$ cat src/rtl/dmem_bus_bridge_pkg.sv
// rtl/dmem_bus_bridge_pkg.sv - shared types and helpers for the data-memory bus bridge
package dmem_pkg;

  typedef enum logic [1:0] {
    IDLE = 2'd0,
    REQ  = 2'd1,
    WAIT = 2'd2,
    DONE = 2'd3
  } state_t;

  typedef enum logic [1:0] {
    SZ_NONE = 2'd0,
    SZ_BYTE = 2'd1,
    SZ_HALF = 2'd2,
    SZ_WORD = 2'd3
  } acc_size_t;

  localparam int unsigned WORD_OFF_W        = 2;
  localparam logic [31:0] ERR_RDATA_DEFAULT = 32'h0000_0000;

  // Access size is recovered from how many lanes the decoder enabled.
  function automatic acc_size_t be_size(input logic [3:0] be);
    logic [2:0] cnt;
    cnt = 3'(be[0]) + 3'(be[1]) + 3'(be[2]) + 3'(be[3]);
    case (cnt)
      3'd1:    be_size = SZ_BYTE;
      3'd2:    be_size = SZ_HALF;
      3'd4:    be_size = SZ_WORD;
      default: be_size = SZ_NONE;
    endcase
  endfunction

endpackage

$ cat src/rtl/dmem_bus_bridge_store_align.sv
// rtl/dmem_bus_bridge_store_align.sv - store data lane shifter and misalignment detector
module store_align
  import dmem_pkg::*;
(
  input  logic [WORD_OFF_W-1:0] addr_lo_i,
  input  logic [31:0]           wdata_i,
  input  logic [3:0]            be_i,
  output logic [31:0]           wdata_o,
  output logic                  misalign_o
);

  assign wdata_o = wdata_i << {addr_lo_i, 3'b000};

  always_comb begin
    misalign_o = 1'b0;
    case (be_size(be_i))
      SZ_WORD: misalign_o = |addr_lo_i;
      SZ_HALF: misalign_o = addr_lo_i[0];
      default: misalign_o = 1'b0;
    endcase
  end

endmodule

$ cat src/rtl/dmem_bus_bridge.sv
// rtl/dmem_bus_bridge.sv - MEM-stage bridge from pipeline load/store signals to a valid/ready data bus
module dmem_bus_bridge
  import dmem_pkg::*;
#(
  parameter int unsigned TIMEOUT_CYCLES = 255,
  parameter logic [31:0] ERR_RDATA      = ERR_RDATA_DEFAULT
) (
  input  logic        clk,
  input  logic        reset,
  input  logic        MemReadM,
  input  logic        MemWriteM,
  input  logic [31:0] ALUResultM,
  input  logic [31:0] WriteDataM,
  input  logic [3:0]  byteEnable,
  output logic [31:0] RD_data,
  output logic        StallMem,
  output logic        req_valid,
  input  logic        req_ready,
  output logic        req_we,
  output logic [31:0] req_addr,
  output logic [31:0] req_wdata,
  output logic [3:0]  req_be,
  input  logic        rsp_valid,
  input  logic [31:0] rsp_rdata,
  output logic        err_timeout,
  output logic        err_misalign
);

  localparam int unsigned     CNT_W    = (TIMEOUT_CYCLES > 2) ? $clog2(TIMEOUT_CYCLES) : 1;
  localparam logic [CNT_W-1:0] CNT_LAST = CNT_W'(TIMEOUT_CYCLES - 1);

  state_t            state_q, state_d;
  logic              we_q, we_d;
  logic [31:0]       addr_q, addr_d;
  logic [31:0]       wdata_q, wdata_d;
  logic [3:0]        be_q, be_d;
  logic [31:0]       hold_q, hold_d;
  logic [CNT_W-1:0]  cnt_q, cnt_d;
  logic              tout_q, tout_d;
  logic              mis_q, mis_d;

  logic              access;
  logic [31:0]       wdata_aligned;
  logic              misalign;

  assign access = MemReadM | MemWriteM;

  store_align u_align (
    .addr_lo_i  (ALUResultM[WORD_OFF_W-1:0]),
    .wdata_i    (WriteDataM),
    .be_i       (byteEnable),
    .wdata_o    (wdata_aligned),
    .misalign_o (misalign)
  );

  always_comb begin
    state_d = state_q;
    we_d    = we_q;
    addr_d  = addr_q;
    wdata_d = wdata_q;
    be_d    = be_q;
    hold_d  = hold_q;
    cnt_d   = cnt_q;
    tout_d  = tout_q;
    mis_d   = 1'b0;
    case (state_q)
      IDLE: begin
        if (access) begin
          if (misalign) begin
            hold_d  = ERR_RDATA;
            mis_d   = 1'b1;
            state_d = DONE;
          end else begin
            // A simultaneous read and write is issued as a write.
            we_d    = MemWriteM;
            addr_d  = {ALUResultM[31:2], 2'b00};
            be_d    = byteEnable;
            wdata_d = MemWriteM ? wdata_aligned : 32'h0;
            state_d = REQ;
          end
        end
      end
      REQ: begin
        if (req_ready) begin
          cnt_d   = '0;
          state_d = WAIT;
        end
      end
      WAIT: begin
        // A response in the final cycle still beats the timeout.
        if (rsp_valid) begin
          if (!we_q) hold_d = rsp_rdata;
          state_d = DONE;
        end else if (cnt_q == CNT_LAST) begin
          hold_d  = ERR_RDATA;
          tout_d  = 1'b1;
          state_d = DONE;
        end else begin
          cnt_d = cnt_q + CNT_W'(1);
        end
      end
      DONE:    state_d = IDLE;
      default: state_d = IDLE;
    endcase
  end

  always_ff @(posedge clk or negedge reset) begin
    if (!reset) begin
      state_q <= IDLE;
      we_q    <= 1'b0;
      addr_q  <= 32'h0;
      wdata_q <= 32'h0;
      be_q    <= 4'h0;
      hold_q  <= 32'h0;
      cnt_q   <= '0;
      tout_q  <= 1'b0;
      mis_q   <= 1'b0;
    end else begin
      state_q <= state_d;
      we_q    <= we_d;
      addr_q  <= addr_d;
      wdata_q <= wdata_d;
      be_q    <= be_d;
      hold_q  <= hold_d;
      cnt_q   <= cnt_d;
      tout_q  <= tout_d;
      mis_q   <= mis_d;
    end
  end

  // The IDLE stall is combinational, so it is gated to keep outputs low under reset.
  assign StallMem     = (state_q == IDLE) ? (access & reset)
                                          : ((state_q == REQ) || (state_q == WAIT));
  assign req_valid    = (state_q == REQ);
  assign req_we       = we_q;
  assign req_addr     = addr_q;
  assign req_wdata    = wdata_q;
  assign req_be       = be_q;
  assign RD_data      = hold_q;
  assign err_timeout  = tout_q;
  assign err_misalign = mis_q;

endmodule

$ cat config.mk
export PLATFORM = sky130hd
export DESIGN_NAME = dmem_bus_bridge
export DESIGN_NICKNAME = d
export VERILOG_FILES = /design/src/rtl/dmem_bus_bridge_pkg.sv /design/src/rtl/dmem_bus_bridge_store_align.sv /design/src/rtl/dmem_bus_bridge.sv
export SDC_FILE = /design/constraint.sdc
export NUM_CORES = 1
export LEC_CHECK = 0
export CAP_MARGIN = 20
export CORE_MARGIN = 2
export CORE_UTILIZATION = 48
export DETAILED_ROUTE_END_ITERATION = 10
export PLACE_DENSITY = 0.95
export REMOVE_ABC_BUFFERS = 1
export SLEW_MARGIN = 20
export SYNTH_ARGS = -nofsm -noshare
export SYNTH_HDL_FRONTEND = slang
export SYNTH_SLANG_ARGS = --single-unit
$ cat constraint.sdc
create_clock -name clk -period 3.1 [get_ports clk]
set_input_delay 0.62 -clock clk [delete_from_list [all_inputs] [get_ports clk]]
set_output_delay 0.62 -clock clk [all_outputs]
set_load 0.05 [all_outputs]
Yosys cells after proc, flatten, opt, wreduce, memory -nomap -nowiden
Index checks and enable logic that the tools add are counted.
{ "word_totals": {"regBits": 111, "latch_bits": 0, "ram_bits": 0, "mem_bits_ro": 0, "in_bits": 106, "output_inout_bits": 105, "elab_cells": 67, "n_memories": 0} }
{ "op_classes": {"n_addsub": 4, "multipliers": 0, "n_div": 0, "order_cmp": 0, "n_eq_ne": 16, "shift": 1, "mux": 23, "bitwise_logic": 4, "n_reduce_logical": 10} }
{ "op_table": {"columns": ["op", "count"], "rows": [
  ["$mux W32", 6],
  ["$pmux W32 S2", 1],
  ["$shl A32 B5 Y32", 1],
  ["$mux W8", 3],
  ["$pmux W8 S2", 1],
  ["$mux W2", 5],
  ["$reduce_and A3 Y1", 3],
  ["$add A8 B1 Y8 const B", 1],
  ["$eq A2 B2 Y1 const B", 4],
  ["$eq A8 B8 Y1 const B", 1],
  ["$ne A2 B2 Y1 const B", 4],
  ["$pmux W2 S4", 1],
  ["$add A3 B1 Y3", 2],
  ["$ne A3 B3 Y1 const B", 2],
  ["$pmux W2 S3", 1],
  ["$reduce_and A5 Y1", 1],
  ["$mux W1", 4],
  ["$reduce_and A4 Y1", 1],
  ["$reduce_bool A2 Y1", 2],
  ["$eq A3 B1 Y1 const B", 1],
  ["$eq A3 B2 Y1 const B", 1],
  ["$eq A3 B3 Y1 const B", 1],
  ["$add A1 B1 Y2", 1],
  ["$eq A2 B1 Y1 const B", 1],
  ["8 further kinds", 9]
]} }

Depth between registers and ports, before layout
Gate-level depths: netlist of run 1.
{ "logic_depth": {"ltp_word": 10, "ltp_mapped": 11, "ltp_nobuf": 9} }

By module
From an unflattened synthesis of run 1, not the netlist that was laid out.
{ "hier_totals": {"cells_unflattened": 430, "hier_area_um2": 5360.1} }
{ "by_module_without_submodules": {"columns": ["module", "instances", "cells_each", "area_per_inst_um2", "seq_area_each_um2"], "rows": [
  ["dmem_bus_bridge", 1, 337, 4752.1, 2777.7],
  ["store_align", 1, 93, 608.1, 0.0]
]} }

Worst setup path after synthesis of run 1
No wires, ideal clock.
{ "synth_path": {"path_kind": "input to register", "from": "input byteEnable[0]", "to": "register addr_q[10], in the netlist req_addr[10]", "setup_time_ps": 125, "arrival_time_ps": 2683, "required_time_ps": 2975, "path_slack_ps": 292, "path_stages": 10, "path_buffers": 1, "cell_sequence": "ha_1 inv_1 fa_1 inv_1 ha_1 xnor2_2 o22ai_2 a21oi_4 buf_6 mux2_4"} }
{ "synth_between": {"elab_chain_len": 9, "elab_cells_between_ends": 12, "classes_between": "3 x add/sub; 5 x eq/ne; 2 x mux; 1 x bitwise; 1 x reduce/logical"} }
{ "synth_rtl": {"columns": ["item", "line", "source"], "rows": [
  ["start: declaration", "dmem_bus_bridge.sv:14", "input logic [3:0] byteEnable,"],
  ["$add A1 B1 Y2 *", "dmem_bus_bridge_pkg.sv:24", "cnt = 3'(be[0]) + 3'(be[1]) + 3'(be[2]) + 3'(be[3]);"],
  ["$add A3 B1 Y3 * (2 in series)", "dmem_bus_bridge_pkg.sv:24", null],
  ["$eq A3 B3 Y1, or another cell as far along", "dmem_bus_bridge_pkg.sv:25", "case (cnt)"],
  ["$pmux W2 S3 *", "dmem_bus_bridge_pkg.sv:25", null],
  ["$eq A2 B2 Y1", "dmem_bus_bridge_store_align.sv:16", "case (be_size(be_i))"],
  ["$pmux W1 S2 *", "dmem_bus_bridge_store_align.sv:16", null],
  ["$not A1 Y1 (no line) *", null, null],
  ["$reduce_and A3 Y1 (no line) *", null, null],
  ["end signal: assignment", "dmem_bus_bridge.sv:121", "addr_q <= addr_d;"],
  ["end: declaration", "dmem_bus_bridge.sv:34", "logic [31:0] addr_q, addr_d;"]
]} }
Mark *: on every way between the ends. The rest lies on a longest branch, timed or not.
A chain may end at the register's enable or synchronous reset.

Worst setup path after layout of run 1
{ "layout_path": {"from": "input byteEnable[0]", "to": "register be_q[0], in the netlist req_be[0]"} }
{ "layout_between": {"elab_chain_len": 9, "elab_cells_between_ends": 12, "classes_between": "3 x add/sub; 5 x eq/ne; 2 x mux; 1 x bitwise; 1 x reduce/logical"} }
{ "layout_rtl": {"columns": ["item", "line", "source"], "rows": [
  ["$add A1 B1 Y2", "dmem_bus_bridge_pkg.sv:24", null],
  ["$add A3 B1 Y3 (2 in series)", "dmem_bus_bridge_pkg.sv:24", null],
  ["$eq A3 B3 Y1, or another cell as far along", "dmem_bus_bridge_pkg.sv:25", null],
  ["$pmux W2 S3", "dmem_bus_bridge_pkg.sv:25", null],
  ["$eq A2 B2 Y1", "dmem_bus_bridge_store_align.sv:16", null],
  ["$pmux W1 S2", "dmem_bus_bridge_store_align.sv:16", null],
  ["$not A1 Y1 (no line)", null, null],
  ["$reduce_and A3 Y1 (no line)", null, null],
  ["end signal: assignment", "dmem_bus_bridge.sv:113", "be_q <= 4'h0;"],
  ["end signal: assignment", "dmem_bus_bridge.sv:123", "be_q <= be_d;"],
  ["end: declaration", "dmem_bus_bridge.sv:36", "logic [3:0] be_q, be_d;"]
]} }
Several ways; a longest one is shown, not always the timed one.

==> Flow_metrics.wiki, run 1 <==
{| class="wikitable"
! Metric !! Value
|-
| Root buffer cell || sky130_fd_sc_hd__clkbuf_16
|-
| Number of gates resized after CTS || 0
|-
| DR vias || 4236
|-
| Global-route usage over all layers || 24.24%
|-
| Die boundary width || 110.5 um
|-
| Most area-hungry cell type in the Yosys netlist || sky130_fd_sc_hd__dfrtp_1
|-
| # Post-CTS Setup Buffers || 0
|-
| Clock tree from TritonCTS || yes
|-
| Total count of max-transition violations in the final report || 0
|-
| Core box area || 10940 um2
|-
| Remaining global-route overflow || 0
|-
| Arrival time of data at the critical path endpoint || 3.19 ns
|-
| Dominant cells by area after synthesis || sky130_fd_sc_hd__dfrtp_1 51%, sky130_fd_sc_hd__mux2_4 17%, sky130_fd_sc_hd__mux2i_1 4.8%, sky130_fd_sc_hd__and3_1 3.8%, sky130_fd_sc_hd__a22o_1 2.6%
|-
| Mean area per synthesized cell || 13.03 um2
|-
| Starting Density || 49.82%
|-
| Max-capacitance violation count || 0
|-
| Global-route wire length before repair || 24170 um
|-
| Row Count || 38
|-
| CP max FO || 15
|-
| Cells after Synth || 418
|-
| Number of synthesized flops with an enable pin || 0
|-
| Wire length per cell || 19.17 um
|-
| Part of the Yosys area used for sequential elements || 50.99%
|-
| Required time at the endpoint of the critical path || 3.33 ns
|-
| Crit Path Category || input port to flip-flop
|-
| Initial antenna violation count || 0
|-
| Port Buffers || 208
|-
| Post-synth top cells || 111 x sky130_fd_sc_hd__dfrtp_1, 60 x sky130_fd_sc_hd__mux2_4, 34 x sky130_fd_sc_hd__nand2_1
|-
| Yosys warnings || 0
|-
| Most frequent cell after synthesis || sky130_fd_sc_hd__dfrtp_1
|-
| Vias per cell || 5.494
|-
| Clock buffers created by TritonCTS || 9
|-
| Height of the chip || 110.5 um
|-
| Kind of path behind the tightest hold check || input port to asynchronous set/reset pin
|-
| Fraction of the cycle the final worst path needs || 95.80%
|-
| Worst-case clock buffer depth || 2
|-
| Fin nets || 742
|-
| Highest attainable clock frequency || 336.7 MHz
|-
| Worst-case reg-to-reg path depth || 7
|-
| Detailed-router iteration count before antenna repair || 4
|-
| Transition time at the pin with the least slew margin || 0.7858 ns
|-
| Post-synth ARST share || 100.0%
|-
| Number of flip-flops and latches in the synthesized netlist || 111
|-
| I/O pin total || 211
|-
| Count of final setup violators || 0
|-
| Slack of the worst reg-to-reg path || 0.87 ns
|-
| Total die area || 12220 um2
|-
| Placed cell area || 7722 um2
|-
| Largest net degree at the start of global routing || 53
|-
| Startpoint class of the critical path || input port
|-
| Fraction of final layout cells sized beyond drive strength 1 || 17.27%
|-
| Number of DRC violations after detailed-routing iteration 0 || 231
|-
| Worst reg2reg path startpoint || state_q[0]
|-
| Status || finished clean
|-
| Number of sinks driven by the clock tree || 111
|-
| Final hold violation count || 0
|-
| Post-synthesis cell area || 5448 um2
|-
| Remaining antenna violation count after routing || 0
|-
| Setup ws final || 0.1302 ns
|-
| Critical path endpoint category || flip-flop
|-
| Number of library cell types mapped by synthesis || 42
|-
| Via count of the first global-routing pass || 4619
|-
| Clock latency on the worst-skew pair || 0.34 ns
|-
| Worst setup timing slack at the placement stage || -0.2709 ns
|-
| Htree depth || 3
|-
| Area added between synthesis and finish || 47.38%
|-
| Pwr per Cell Area || 1152 nW/um2
|-
| Worst flop-to-flop path endpoint || RD_data[14]
|-
| Routability cong. || 0.8064
|-
| Total leakage power || 3.732 nW
|-
| Detail Placement HPWL || 10940 um
|-
| Final cell area excluding filler cells || 8029 um2
|-
| Post-route minimum period || 2.970 ns
|-
| Worst relative slew slack || 47.56%
|-
| Final routed wirelength across all metal layers || 14780 um
|-
| Drt drc || 0
|-
| Synth top area share || 50.99%
|-
| Most used flip-flop cell after synthesis || sky130_fd_sc_hd__dfrtp_1
|-
| Clock Skew || 0.01099 ns
|-
| Setup repair after global routing missed its margin || no
|-
| Cts-stage hold buffer count || 0
|-
| Register clock-pin slew on the reported worst setup and hold paths || 0.08 ns
|-
| Inserted Diodes || 0
|-
| Peak ir drop on the vdd network || 0.8721 mV
|}
layout make-up:
type	instances	area [um2]
clock buffers	11	252.7
clock inverters	4	53.80
fillers	718	2907
inverters	11	41.29
multi-input cells	268	2429
flip-flops and latches	111	2778
well taps	140	175.2
repair buffers	226	2300
sequential cells by signal, indices dropped and copies added, names as in the netlist:
name	flops
RD_data	32
req_wdata	32
req_addr	30
cnt_q	8
req_be	4
state_q	2
err_misalign	1
err_timeout	1
req_we	1
kinds of logic (layout without fill, tap and decap cells):
kind of cell | after synthesis | count (layout) | synth area share [%]
other | 1 | 2 | 0.06884
AND/OR/NAND/NOR | 97 | 97 | 9.761
multiplexers | 92 | 92 | 22.55
flip-flops | 111 | 111 | 50.99
AO/OA/AOI/OAI | 67 | 67 | 9.623
adder cells (fa/ha/maj) | 9 | 9 | 2.205
XOR/XNOR | 1 | 1 | 0.2987
buffers and inverters | 40 | 252 | 4.502
per-layer routing:
layer  wire length [um]  track usage [%]  vias up  share of wire [%]
li1                   -                -     1921                  -
met1               5989            29.72     2083                 41
met2               7704            43.15      205                 52
met3                761            4.116       27                5.1
met4                322            8.500        0                2.2
met5                  0                0        -                  0
layout by cell type, fill, tap and decap left out, types with 3 or more instances in the layout:
master	n
sky130_fd_sc_hd__a22o_1	16
sky130_fd_sc_hd__dfrtp_1	111
sky130_fd_sc_hd__or3_1	3
sky130_fd_sc_hd__nand3_1	6
sky130_fd_sc_hd__mux2_2	6
sky130_fd_sc_hd__and3_1	33
sky130_fd_sc_hd__inv_1	10
sky130_fd_sc_hd__ha_1	8
sky130_fd_sc_hd__o21ai_0	14
sky130_fd_sc_hd__a21o_1	3
sky130_fd_sc_hd__a21oi_1	6
sky130_fd_sc_hd__a32o_1	8
sky130_fd_sc_hd__buf_4	13
sky130_fd_sc_hd__buf_12	7
sky130_fd_sc_hd__o2bb2ai_1	8
sky130_fd_sc_hd__clkbuf_16	9
sky130_fd_sc_hd__nand2_1	34
sky130_fd_sc_hd__o31ai_1	3
sky130_fd_sc_hd__nor2_1	7
sky130_fd_sc_hd__mux2_4	60
sky130_fd_sc_hd__clkdlybuf4s50_1	206
sky130_fd_sc_hd__or4_1	3
sky130_fd_sc_hd__mux2i_1	26
sky130_fd_sc_hd__nand2b_1	3
through the flow:
stage               util (%)  power (mW)  hold slack, ns  TNS (ns)  std cells
floorplan                  -       6.068          0.3244    -7.637        390
global placement       70.62       7.922          0.4531    -15.27        756
detailed placement     70.62       8.086          0.4611    -19.19        756
CTS                    73.42       9.305          0.2088         0        771
global route           73.42       9.614          0.2301         0        771
finish                 73.42       9.253          0.1974         0        771
worst max-delay path by stage:
stage,startpoint,end,slack [ns],cells past startpoint
after floorplan,byteEnable[0],req_addr[31],-0.30,9
after global placement,byteEnable[0],req_addr[31],-0.22,11
after detailed placement,byteEnable[0],req_be[0],-0.27,11
after CTS,byteEnable[0],req_be[0],0.09,11
after global routing,byteEnable[0],req_addr[31],0.008,11
final,byteEnable[0],req_be[0],0.13,11
critical path: stages:
cell and delay (ns):
sky130_fd_sc_hd__clkdlybuf4s50_1 0.42, sky130_fd_sc_hd__ha_1 0.28, sky130_fd_sc_hd__inv_1 0.05, sky130_fd_sc_hd__fa_1 0.35, sky130_fd_sc_hd__inv_1 0.06, sky130_fd_sc_hd__ha_1 0.26, sky130_fd_sc_hd__xnor2_2 0.21, sky130_fd_sc_hd__o22ai_2 0.15
sky130_fd_sc_hd__a21oi_4 0.24, sky130_fd_sc_hd__buf_12 0.20, sky130_fd_sc_hd__mux2_2 0.34
power breakdown:
group / internal [mW] / switching, mW
registers: 2.04 / 0.378
clock network: 0.670 / 0.521
logic: 2.28 / 3.36
total: 5.00 / 4.26
(Power assumes the default switching activity.)
==> run 2, diff against run 1 <==
--- a/config.mk
+++ b/config.mk
@@ -7,11 +7,12 @@
 export LEC_CHECK = 0
 export CAP_MARGIN = 20
 export CORE_MARGIN = 2
-export CORE_UTILIZATION = 48
+export CORE_UTILIZATION = 47
 export DETAILED_ROUTE_END_ITERATION = 10
 export PLACE_DENSITY = 0.95
 export REMOVE_ABC_BUFFERS = 1
 export SLEW_MARGIN = 20
 export SYNTH_ARGS = -nofsm -noshare
 export SYNTH_HDL_FRONTEND = slang
+export SYNTH_HIERARCHICAL = 1
 export SYNTH_SLANG_ARGS = --single-unit
==> run 2 against run 1 <==
The run now ends with setup timing left. Global-route usage is 0.41 points higher. Clock-buffer cell count stayed put. Register-to-register slack worse by 0.15 ns. Via count is 3.0% higher. Largest cell class unchanged. Clock power is 8% higher. Highest routed layer unchanged. Combinational power is 5.1% higher. Synthesized area is 1.6% lower. First-iteration DRC count is 7.4% lower. Maximum frequency is 9.0% lower.
==> Flow_metrics.wiki, run 2 <==
{| class="wikitable"
! Metric !! Value
|-
| Worst setup timing slack at the placement stage || -0.9644 ns (-0.6935 ns)
|-
| DR vias || 4363 (+3.0%)
|-
| Dominant cells by area after synthesis || sky130_fd_sc_hd__dfrtp_1 52%, sky130_fd_sc_hd__mux2_4 8.4%, sky130_fd_sc_hd__mux2_2 7.6%, sky130_fd_sc_hd__a22o_1 5.2%, sky130_fd_sc_hd__mux2i_1 3.9%
|-
| Routability cong. || 0.8472 (+5.1%)
|-
| Number of synthesized flops with an enable pin || 0 (unchanged)
|-
| Proportion of power drawn by combinational gates || 61.7% (+0.7 points)
|-
| Max-capacitance violation count || 0 (unchanged)
|-
| Highest-delay cell along the critical path || sky130_fd_sc_hd__fa_1
|-
| FF+latch area || 2778 um2 (unchanged)
|-
| Most frequent cell after synthesis || sky130_fd_sc_hd__dfrtp_1
|-
| Highest attainable clock frequency || 306.4 MHz (-9.0%)
|-
| Arrival time of data at the critical path endpoint || 3.49 ns (+0.30 ns)
|-
| Fraction of the cycle the final worst path needs || 105.3% (+9.5 points)
|-
| Port Buffers || 208 (unchanged)
|-
| Cells after Synth || 430 (+2.9%)
|-
| Wire length per cell || 19.96 um (+4.1%)
|-
| Pwr per Cell Area || 1160 nW/um2 (+0.68%)
|-
| Relative contribution of the clock network to total power || 13.3% (+0.4 points)
|-
| Global-route usage over all layers || 24.65% (+0.41 points)
|-
| Total leakage power || 3.910 nW (+4.8%)
|-
| I/O pin total || 211 (unchanged)
|-
| Fin nets || 761 (+2.6%)
|-
| Part of the Yosys area used for sequential elements || 51.82% (+0.83 points)
|-
| Global-route wire length before repair || 24270 um (+0.43%)
|-
| Largest net degree at the start of global routing || 56 (+5.7%)
|-
| Kind of path behind the tightest hold check || input port to asynchronous set/reset pin
|-
| Setup repair after global routing missed its margin || yes
|-
| Initial antenna violation count || 0 (unchanged)
|-
| Clock tree from TritonCTS || yes
|-
| Remaining antenna violation count after routing || 0 (unchanged)
|-
| CP max FO || 8 (-7)
|-
| Power dissipated by switching net loads || 4.341 mW (+2.0%)
|-
| Most common library cell in the layout ignoring fill and taps || sky130_fd_sc_hd__clkdlybuf4s50_1
|-
| Inserted Diodes || 0 (unchanged)
|-
| Startpoint class of the critical path || input port
|-
| Core box area || 10980 um2 (+0.43%)
|-
| Worst path bufs/invs || 5 (+1)
|-
| Total die area || 12270 um2 (+0.46%)
|-
| Drt drc || 0 (unchanged)
|-
| Count of final setup violators || 32 (+32)
|-
| Die boundary width || 110.8 um (+0.23%)
|-
| Number of sinks driven by the clock tree || 111 (unchanged)
|-
| Met2 routed wirelength || 7988 um (+3.7%)
|-
| Area added between synthesis and finish || 54.55%
|-
| Via count of the first global-routing pass || 4584 (-0.76%)
|-
| Htree depth || 3 (unchanged)
|-
| Total met3 wirelength after detailed routing || 1012 um (+33%)
|-
| Maximum cell stage delay along the critical path || 0.52 ns (+0.10 ns)
|-
| Required time at the endpoint of the critical path || 3.33 ns (about the same)
|-
| Number of DRC violations after detailed-routing iteration 0 || 214 (-7.4%)
|-
| Post-route minimum period || 3.264 ns (+0.2940 ns)
|-
| Status || complete, but fails checks
|-
| Row Count || 38 (unchanged)
|-
| Leading cell types in the layout, fill and taps excluded || 203 x sky130_fd_sc_hd__clkdlybuf4s50_1, 111 x sky130_fd_sc_hd__dfrtp_1, 59 x sky130_fd_sc_hd__mux2_4
|-
| Total Neg Setup Slack || -3.988 ns (-3.988 ns)
|-
| Synth top area share || 51.82% (+0.83 points)
|-
| Mean area per synthesized cell || 12.47 um2 (-4.4%)
|-
| Highest routed metal layer || met4
|-
| Sequential group share of total power || 25.0% (-1.2 points)
|-
| Violations in the final reports || setup timing
|-
| Cts-stage hold buffer count || 0 (unchanged)
|-
| Final routed wirelength across all metal layers || 15810 um (+7.0%)
|-
| Detail Placement HPWL || 10610 um (-3.0%)
|-
| Post-synth top cells || 111 x sky130_fd_sc_hd__dfrtp_1, 36 x sky130_fd_sc_hd__mux2_2, 32 x sky130_fd_sc_hd__a22o_1, 32 x sky130_fd_sc_hd__and3_1, 30 x sky130_fd_sc_hd__mux2_4
|-
| Design internal power || 5.271 mW (+5.5%)
|-
| Number of filler instances in the final layout || 664 (-7.5%)
|-
| Critical path endpoint category || flip-flop
|-
| Remaining global-route overflow || 0 (unchanged)
|-
| Clock latency on the worst-skew pair || 0.35 ns (about the same)
|-
| Clock buffers created by TritonCTS || 9 (unchanged)
|-
| Cell family with most CP delay || adder cells
|-
| Post-synthesis cell area || 5360 um2 (-1.6%)
|-
| Series of cell instances along the critical path || buf_8, inv_4, fa_1, inv_1, ha_2, ha_4, or3b_4, a21oi_4, and2b_2, a311oi_2, nand3_4, buf_6, buf_16, mux2_4
|-
| Post-layout utilization of the core || 75.43% (+2.0 points)
|-
| Final total power || 9.612 mW (+3.9%)
|-
| Setup ws final || -0.1638 ns (-0.2940 ns)
|-
| Yosys warnings || 6 (+6)
|-
| Clock Skew || 0.006704 ns (-0.004284 ns)
|-
| Final hold violation count || 0 (unchanged)
|-
| Worst relative slew slack || 50.10% (+2.5 points)
|-
| Total count of max-transition violations in the final report || 0 (unchanged)
|-
| Starting Density || 48.80% (-1.0 points)
|-
| Most used flip-flop cell after synthesis || sky130_fd_sc_hd__dfrtp_1
|-
| Transition time at the pin with the least slew margin || 0.7469 ns (-0.03890 ns)
|-
| Post-synth ARST share || 100.0% (unchanged)
|-
| Peak ir drop on the vdd network || 0.7916 mV (-9.2%)
|-
| Crit Path Category || input port to flip-flop
|-
| Detailed-router iteration count before antenna repair || 4 (unchanged)
|-
| Detailed-route wire length on metal 1 || 6443 um (+7.6%)
|-
| Most area-hungry cell type in the Yosys netlist || sky130_fd_sc_hd__dfrtp_1
|-
| Register clock-pin slew on the reported worst setup and hold paths || 0.07 ns (about the same)
|-
| Height of the chip || 110.8 um (+0.23%)
|-
| Number of flip-flops and latches in the synthesized netlist || 111 (unchanged)
|-
| Vias per cell || 5.509 (+0.27%)
|-
| Total area of multi-input combinational cells || 2499 um2 (+2.9%)
|-
| Fraction of final layout cells sized beyond drive strength 1 || 20.40% (+3.1 points)
|-
| Worst-case clock buffer depth || 2 (unchanged)
|-
| Sw Share || 45.16% (-0.85 points)
|-
| Root buffer cell || sky130_fd_sc_hd__clkbuf_16
|-
| Number of library cell types mapped by synthesis || 48 (+14%)
|}
[run 2: logic make-up after synthesis]
family                     after synthesis  share of synthesized area (%)
AOI/OAI and AO/OA                       76                          10.78
adders and majority gates                8                          2.007
buffers and inverters                   45                          4.412
DFF                                    111                          51.82
muxes                                   87                          19.89
other                                    1                        0.06996
and+or+nand+nor                        102                          11.02
[run 2: area by class of cell]
type                    instances  share of cell area, %
well taps                     140                  2.114
clock inverters                 5                 0.9666
repair buffers                238                  29.60
multi-input cells             275                  30.16
inverters                      12                 0.5739
clock buffers                  11                  3.051
flip-flops and latches        111                  33.53
[run 2: path summary, 6_finish.rpt]
check | slack (ns) | cells past startpoint | endpoint | start
hold / removal | 0.11 | 1 | RD_data[16] | reset
min in group clk | 0.47 | 1 | err_timeout | err_timeout
setup reg to reg | 0.72 | 8 | RD_data[19] | state_q[0]
setup / recovery | -0.16 | 14 | RD_data[19] | byteEnable[0]
hold reg to reg | 0.47 | 1 | err_timeout | err_timeout
max in group asynchronous | 2.07 | 2 | req_addr[22] | reset
[run 2: per-layer routing]
metal	GRT usage (%)	up-vias
met5	0	-
met1	30.67	2182
met2	41.72	181
met3	6.178	28
li1	-	1972
met4	9.000	0
[run 2: repair_timing]
| item | 4_1_cts | 5_1_grt |
|---|---|---|
| buffers inserted | 4 | 3 |
| gates resized for setup | 24 | 37 |
| cloned | 3 | 2 |
| setup endpoints to repair | 99 | 66 |
| pin swaps | 6 | 6 |
[run 2: metrics by stage]
| stage | hold slack (ns) | cells | cell area, um2 |
|---|---|---|---|
| global route | 0.09328 | 792 | 8284 |
| finish | 0.1056 | 792 | 8284 |
| floorplan | 0.3244 | 398 | 5172 |
| CTS | 0.09091 | 788 | 8099 |
| detailed placement | 0.4658 | 765 | 7629 |
| global placement | 0.4497 | 765 | 7629 |
[run 2: power by group through the flow]
stage	combinational [mW]	clock, mW	sequential, mW
final	5.93	1.28	2.40
after global routing	6.16	1.38	2.48
after CTS	5.71	1.29	2.38
after global placement	5.28	0	2.36
after detailed placement	5.40	0	2.40
after floorplan	1.57	0	4.30
==> run 3, diff against run 2 <==
--- a/config.mk
+++ b/config.mk
@@ -7,12 +7,11 @@
 export LEC_CHECK = 0
 export CAP_MARGIN = 20
 export CORE_MARGIN = 2
-export CORE_UTILIZATION = 47
+export CORE_UTILIZATION = 48
 export DETAILED_ROUTE_END_ITERATION = 10
 export PLACE_DENSITY = 0.95
 export REMOVE_ABC_BUFFERS = 1
 export SLEW_MARGIN = 20
 export SYNTH_ARGS = -nofsm -noshare
 export SYNTH_HDL_FRONTEND = slang
-export SYNTH_HIERARCHICAL = 1
 export SYNTH_SLANG_ARGS = --single-unit
==> results of run 3 <==
No change in the layout: final DEF, timing and power equal those of run 1.
